`config.mk`:
```
export PLATFORM = sky130hd
export DESIGN_NAME = uart_tx_param_flat
export DESIGN_NICKNAME = d
export VERILOG_FILES = /design/src/rtl/uart_pkg.sv /design/src/rtl/uart_tx_param_if.sv /design/src/rtl/uart_baud_tick.sv /design/src/rtl/uart_tx_param.sv /design/src/flat_wrapper.sv
export SDC_FILE = /design/constraint.sdc
export NUM_CORES = 1
export LEC_CHECK = 0
export BUFFER_PORTS_ARGS = -buffer_cell sky130_fd_sc_hd__buf_2
export CORE_AREA = 2 2 58 60
export CTS_CLUSTER_SIZE = 24
export DETAILED_ROUTE_END_ITERATION = 7
export DIE_AREA = 0 0 60 62
export GPL_ROUTABILITY_DRIVEN = 0
export PLACE_DENSITY = 0.51
export SLEW_MARGIN = 10
export SYNTH_ARGS = -nofsm -noshare
export SYNTH_HDL_FRONTEND = slang
export SYNTH_SLANG_ARGS = --single-unit
```
`constraint.sdc`:
```
create_clock -name clk -period 2.1 [get_ports clk]
set_clock_uncertainty 0.15 [all_clocks]
set_input_delay 0.21 -clock clk [delete_from_list [all_inputs] [get_ports clk]]
set_output_delay 0.21 -clock clk [all_outputs]
set_load 0.02 [all_outputs]
```
`src/rtl/uart_pkg.sv`:
```
// uart_pkg: types and line-level constants shared by the UART transmitter
// and, later, the matching receiver.
//   tx_state_t : transmitter frame state
//   LINE_IDLE / START_BIT / STOP_BIT : serial line levels
//   cnt_width() : width of a counter that must hold 0..n-1 (never below 1)
package uart_pkg;

    typedef enum logic [2:0] {
        IDLE,
        START,
        DATA,
        PARITY,
        STOP
    } tx_state_t;

    localparam logic LINE_IDLE = 1'b1;
    localparam logic START_BIT = 1'b0;
    localparam logic STOP_BIT  = 1'b1;

    function automatic int cnt_width(input int n);
        return (n > 1) ? $clog2(n) : 1;
    endfunction

endpackage

```
`src/rtl/uart_tx_param_if.sv`:
```
// uart_tx_param_if: word handshake between a producer and the UART transmitter.
//   word              : data word offered for transmission
//   word_valid        : word holds a frame request
//   word_ready        : transmitter accepts word this cycle
//   connection_status : link up; while low no new frame is started
// master = producer side, slave = transmitter side.
interface uart_tx_param_if #(
    parameter int DATA_W = 8
);
    logic [DATA_W-1:0] word;
    logic              word_valid;
    logic              word_ready;
    logic              connection_status;

    modport master (
        output word, word_valid, connection_status,
        input  word_ready
    );

    modport slave (
        input  word, word_valid, connection_status,
        output word_ready
    );
endinterface

```
`src/rtl/uart_baud_tick.sv`:
```
// uart_baud_tick: bit-period timer.
//   clk, rst : clock, asynchronous active-high reset
//   en       : count enable; the counter is held at 0 while low
//   tick     : high on the last clock of each bit period
// With CLKS_PER_BIT=1 the counter never leaves 0, so tick simply follows en.
module uart_baud_tick
    import uart_pkg::*;
#(
    parameter int CLKS_PER_BIT = 16
) (
    input  logic clk,
    input  logic rst,
    input  logic en,
    output logic tick
);
    localparam int               CNT_W = cnt_width(CLKS_PER_BIT);
    localparam logic [CNT_W-1:0] LAST  = CNT_W'(CLKS_PER_BIT - 1);

    logic [CNT_W-1:0] cnt;

    always_ff @(posedge clk or posedge rst) begin
        if (rst)
            cnt <= '0;
        else if (!en || cnt == LAST)
            cnt <= '0;
        else
            cnt <= cnt + CNT_W'(1);
    end

    assign tick = en && (cnt == LAST);
endmodule

```
`src/rtl/uart_tx_param.sv`:
```
// uart_tx_param: parametrised UART transmitter.
// Frame: start bit, DATA_W data bits LSB first, optional parity, STOP_BITS
// stop bits; every bit lasts CLKS_PER_BIT clocks.
//   clk, rst : clock, asynchronous active-high reset
//   bus      : slave side of the word handshake (word/valid/ready/connection)
//   txd      : serial line, idle high
//   busy     : frame in progress
// A word is accepted only in IDLE, so back-to-back frames are separated by
// one idle clock. txd is decoded from the state register so an asynchronous
// reset drives the line high at once.
module uart_tx_param
    import uart_pkg::*;
#(
    parameter int DATA_W       = 8,
    parameter int CLKS_PER_BIT = 16,
    parameter int PARITY_EN    = 0,
    parameter int PARITY_ODD   = 0,
    parameter int STOP_BITS    = 1
) (
    input  logic            clk,
    input  logic            rst,
    uart_tx_param_if.slave  bus,
    output logic            txd,
    output logic            busy
);
    generate
        if (DATA_W < 5 || DATA_W > 16) begin : g_bad_data_w
            $error("uart_tx_param: DATA_W must be 5..16");
        end
        if (STOP_BITS != 1 && STOP_BITS != 2) begin : g_bad_stop_bits
            $error("uart_tx_param: STOP_BITS must be 1 or 2");
        end
        if (CLKS_PER_BIT < 1) begin : g_bad_clks
            $error("uart_tx_param: CLKS_PER_BIT must be >= 1");
        end
    endgenerate

    localparam int               BIT_W     = cnt_width(DATA_W);
    localparam logic [BIT_W-1:0] LAST_BIT  = BIT_W'(DATA_W - 1);
    localparam logic             LAST_STOP = (STOP_BITS == 2);

    tx_state_t         state, state_nxt;
    logic [DATA_W-1:0] shift_reg;
    logic [BIT_W-1:0]  bit_cnt;
    logic              stop_cnt;
    logic              parity_bit;
    logic              tick;
    logic              accept;

    // Ready follows connection_status combinationally so a valid word and a
    // rising link are accepted in the same cycle.
    assign bus.word_ready = (state == IDLE) && bus.connection_status && !rst;
    assign accept         = bus.word_valid && bus.word_ready;
    assign busy           = (state != IDLE);

    uart_baud_tick #(
        .CLKS_PER_BIT (CLKS_PER_BIT)
    ) u_baud (
        .clk  (clk),
        .rst  (rst),
        .en   (busy),
        .tick (tick)
    );

    always_ff @(posedge clk or posedge rst) begin
        if (rst)
            state <= IDLE;
        else
            state <= state_nxt;
    end

    // Word and its parity are captured at acceptance; later changes on the
    // bus do not reach the frame in flight.
    always_ff @(posedge clk or posedge rst) begin
        if (rst) begin
            shift_reg  <= '0;
            bit_cnt    <= '0;
            stop_cnt   <= 1'b0;
            parity_bit <= 1'b0;
        end else if (accept) begin
            shift_reg  <= bus.word;
            parity_bit <= (PARITY_ODD != 0) ? ~^bus.word : ^bus.word;
            bit_cnt    <= '0;
            stop_cnt   <= 1'b0;
        end else if (tick) begin
            case (state)
                DATA: begin
                    shift_reg <= shift_reg >> 1;
                    bit_cnt   <= (bit_cnt == LAST_BIT) ? '0 : bit_cnt + BIT_W'(1);
                end
                STOP:    stop_cnt <= ~stop_cnt;
                default: ;
            endcase
        end
    end

    always_comb begin
        state_nxt = state;
        txd       = LINE_IDLE;
        case (state)
            IDLE: begin
                if (accept) state_nxt = START;
            end
            START: begin
                txd = START_BIT;
                if (tick) state_nxt = DATA;
            end
            DATA: begin
                txd = shift_reg[0];
                if (tick && bit_cnt == LAST_BIT)
                    state_nxt = (PARITY_EN != 0) ? PARITY : STOP;
            end
            PARITY: begin
                txd = parity_bit;
                if (tick) state_nxt = STOP;
            end
            STOP: begin
                txd = STOP_BIT;
                if (tick && stop_cnt == LAST_STOP) state_nxt = IDLE;
            end
            default: state_nxt = IDLE;
        endcase
    end
endmodule
```
`src/flat_wrapper.sv`:
```
// flat-port wrapper written by rule: the top's interface ports become plain ports
module uart_tx_param_flat import uart_pkg::*;
#(
    parameter int DATA_W       = 8,
    parameter int CLKS_PER_BIT = 16,
    parameter int PARITY_EN    = 0,
    parameter int PARITY_ODD   = 0,
    parameter int STOP_BITS    = 1
)
  (clk, rst, txd, busy, bus_word, bus_word_valid, bus_connection_status, bus_word_ready);
  uart_tx_param_if #(.DATA_W(DATA_W)) bus_i ();
  input  logic clk;
  input  logic rst;
  output logic txd;
  output logic busy;
  input wire logic [$bits(bus_i.word)-1:0] bus_word;
  input wire logic [$bits(bus_i.word_valid)-1:0] bus_word_valid;
  input wire logic [$bits(bus_i.connection_status)-1:0] bus_connection_status;
  output wire logic [$bits(bus_i.word_ready)-1:0] bus_word_ready;
  assign bus_i.word = bus_word;
  assign bus_i.word_valid = bus_word_valid;
  assign bus_i.connection_status = bus_connection_status;
  assign bus_word_ready = bus_i.word_ready;
  uart_tx_param #(.DATA_W(DATA_W), .CLKS_PER_BIT(CLKS_PER_BIT), .PARITY_EN(PARITY_EN), .PARITY_ODD(PARITY_ODD), .STOP_BITS(STOP_BITS)) u_core (.clk(clk), .rst(rst), .bus(bus_i), .txd(txd), .busy(busy));
endmodule
```
==> qor.yml <==
status: "completed"
end_kind: "register"
critPathKind: "register to register"
fp.dieH_um: 62
hp-class: "input pin to register"
cp_cell_sequence: "ha_1, nand3_2, or3_1, or3_1, a21oi_1"
grt_first_pass_wirelength_um: 3567
drive_gt1_share_pct: 19.85
first_pass_iters: 4
row_count: 21
gr-total-overflow: 0
antenna_cells: 0
power_density_mw_per_mm2: 506.1
vias: 830
routedWlPerCell_um: 11.44
layout_min_cycle_time_ns: 1.857
largest_reg_flops: 8
multiInputGateArea_um2: 505.5
wl_um: 2025
hpwl_um: 1540
syn_area_mm2: 0.001028
clockBufferDepth: 2
die_w_um: 60
dp.cells: 173
period_share_pct: 88.41
yosysUniqueCellTypes: 27
drc_errors: 0
setup_violations: 0
cp-start-kind: "register"
h-tree-depth: 1
hold_buffers: 1
drt-initial-drc-count: 16
maxCapViolCount: 0
ant_nets: 0
worst_pin_slew_ns: 0.7387
fin_cells: 177
critPathBufInv: 0
vias_per_cell: 4.689
regArea_um2: 500.5
final-hold-violation-count: 0
worstPathArrival_ns: 1.94
cp_data_required_time_ns: 2.18
crit_top_cell: "or3_1"
cts_made_buffers: 3
setup_tns_ns: 0
cp_max_fo: 6
clock.fmax_mhz: 538.6
grt_pass1_vias: 775
rsz0062_at_grt: "false"
synth.avg_cell_area_um2: 9.266
area_growth_pct: 17.76
cellLeakagePower_nw: 0.5423
cp_slowest_cell: "dfrtp_1"
ys_ff_latch: 20
critPathTopFamily: "simple AND/OR/NAND/NOR gates"
final_max_slew_viol_count: 0
nets: 148
gr-usage-all-layers_pct: 13.03
slew-limit-headroom_pct: 50.70
clk_latency_ns: 0.30
clk_pin_slew_ns: 0.11
slowest_delay_ns: 0.41
ir_drop_uv: 226.7
grt_max_degree: 21
post-cts-setup-buffers: 0
cts_root_buf: "clkbuf_4"
num-fill-cells: 334
antenna_found_initial: 0
yosys_warnings: 0
pin_count: 15
cts_tree: "yes"
cts_resized: 0
core_area_mm2: 0.003179
io_buffers: 14
synth_nets: 126
dieArea_mm2: 0.003720
cts_sinks: 20
yosysSeqAreaShare_pct: 48.66
start_util_pct: 32.35
netlist_instances: 111
cells in the mapped netlist:
master     n  area share, %
nand3_2    1           0.97
and3_1     3            1.8
dfrtp_1   20             49
nand2b_1   2            1.2
nor2b_1    1           0.61
o21ai_0    5            2.4
inv_1      2           0.73
xor2_1     1           0.85
nor3_2     1           0.97
ha_1       3            3.7
nor3_1     1           0.49
nor3_4     1            1.6
nor2_1    11            4.0
nand2b_2   1           0.85
or3_1      2            1.2
a21oi_1   18            8.8
and2_1     1           0.61
o211ai_1   1           0.73
a21o_1     1           0.73
nand3b_1   2            1.5
buf_2      3            1.5
nand3_1    2           0.97
nand2_1   17            6.2
a311oi_1   1           0.85
nor3b_1    1           0.73
a31oi_1    1           0.61
xnor2_1    8            6.8
through the flow:
stage	setup WS, ns	total power [mW]	util, %	area (µm²)	hold WS (ns)
6_report	0.2433	0.6130	38.10	1211	0.01673
5_1_grt	0.09167	0.6442	38.10	1211	0.006302
4_1_cts	0.2385	0.6177	38.10	1211	0.007614
3_5_place_dp	0.2640	0.4390	37.07	1179	0.2476
3_3_place_gp	0.3220	0.4384	37.07	1179	0.2536
2_1_floorplan	0.3651	0.4210	-	1028	0.02383
logic make-up after synthesis:
group	Yosys count	synth area share, %
XOR/XNOR	9	7.665
flip-flops	20	48.66
adder cells (fa/ha/maj)	3	3.650
buffers and inverters	5	2.190
AO/OA/AOI/OAI	27	14.11
AND/OR/NAND/NOR	47	23.72
cells in the final DEF (no fill, tap or decap), drive strengths merged:
cell,count
a21o,1
a21oi,18
a311oi,1
a31oi,1
and2,1
and3,3
buf,19
clkbuf,3
dfrtp,20
dlygate4sd3,1
ha,3
inv,2
nand2,17
nand2b,3
nand3,3
nand3b,2
nor2,11
nor2b,1
nor3,3
nor3b,1
o211ai,1
o21ai,5
or3,2
xnor2,8
xor2,1
per-layer routing:
layer  GRT usage [%]  part of all wire, %
met1           17.81                   49
met3           2.484                  2.2
met5               0                    0
met2           20.19                   48
met4           5.714                 0.74
area by class of cell:
class                   count  share of cell area [%]
inverters                   2                  0.6198
flip-flops and latches     20                   41.32
well taps                  46                   4.752
multi-input cells          86                   41.74
clock buffers               3                   1.860
repair buffers             20                   9.711
tightest hold or removal path, cell delays in order:
cell and delay, ns:
buf_2 0.10, nand2_1 0.05, o21ai_0 0.07
worst paths after layout:
kind	start	endpoint	slack, ns	cells past startpoint
min in group asynchronous	rst	u_core.shift_reg[4]$_DFFE_PP0P_	0.43	3
worst max register to register	u_core.u_baud.cnt[0]$_DFF_PP0_	u_core.bit_cnt[0]$_DFFE_PP0P_	0.24	5
worst max-delay path	u_core.u_baud.cnt[0]$_DFF_PP0_	u_core.bit_cnt[0]$_DFFE_PP0P_	0.24	5
worst min register to register	u_core.parity_bit$_DFFE_PP0N_	u_core.parity_bit$_DFFE_PP0N_	0.35	2
worst min-delay path	bus_word[7]	u_core.shift_reg[7]$_DFFE_PP0P_	0.02	3
max in group asynchronous	rst	u_core.state[0]$_DFFE_PP0P_	0.90	3
power by group:
part	switching [mW]	internal [mW]	leakage, nW	total (mW)
sequential	0	0.385	0.234	0.385
clock	0.115	0.0668	0.0138	0.182
combinational	0.0226	0.0238	0.295	0.0464
total	0.138	0.475	0.542	0.613
No activity file was read; power rests on OpenSTA's default activity.
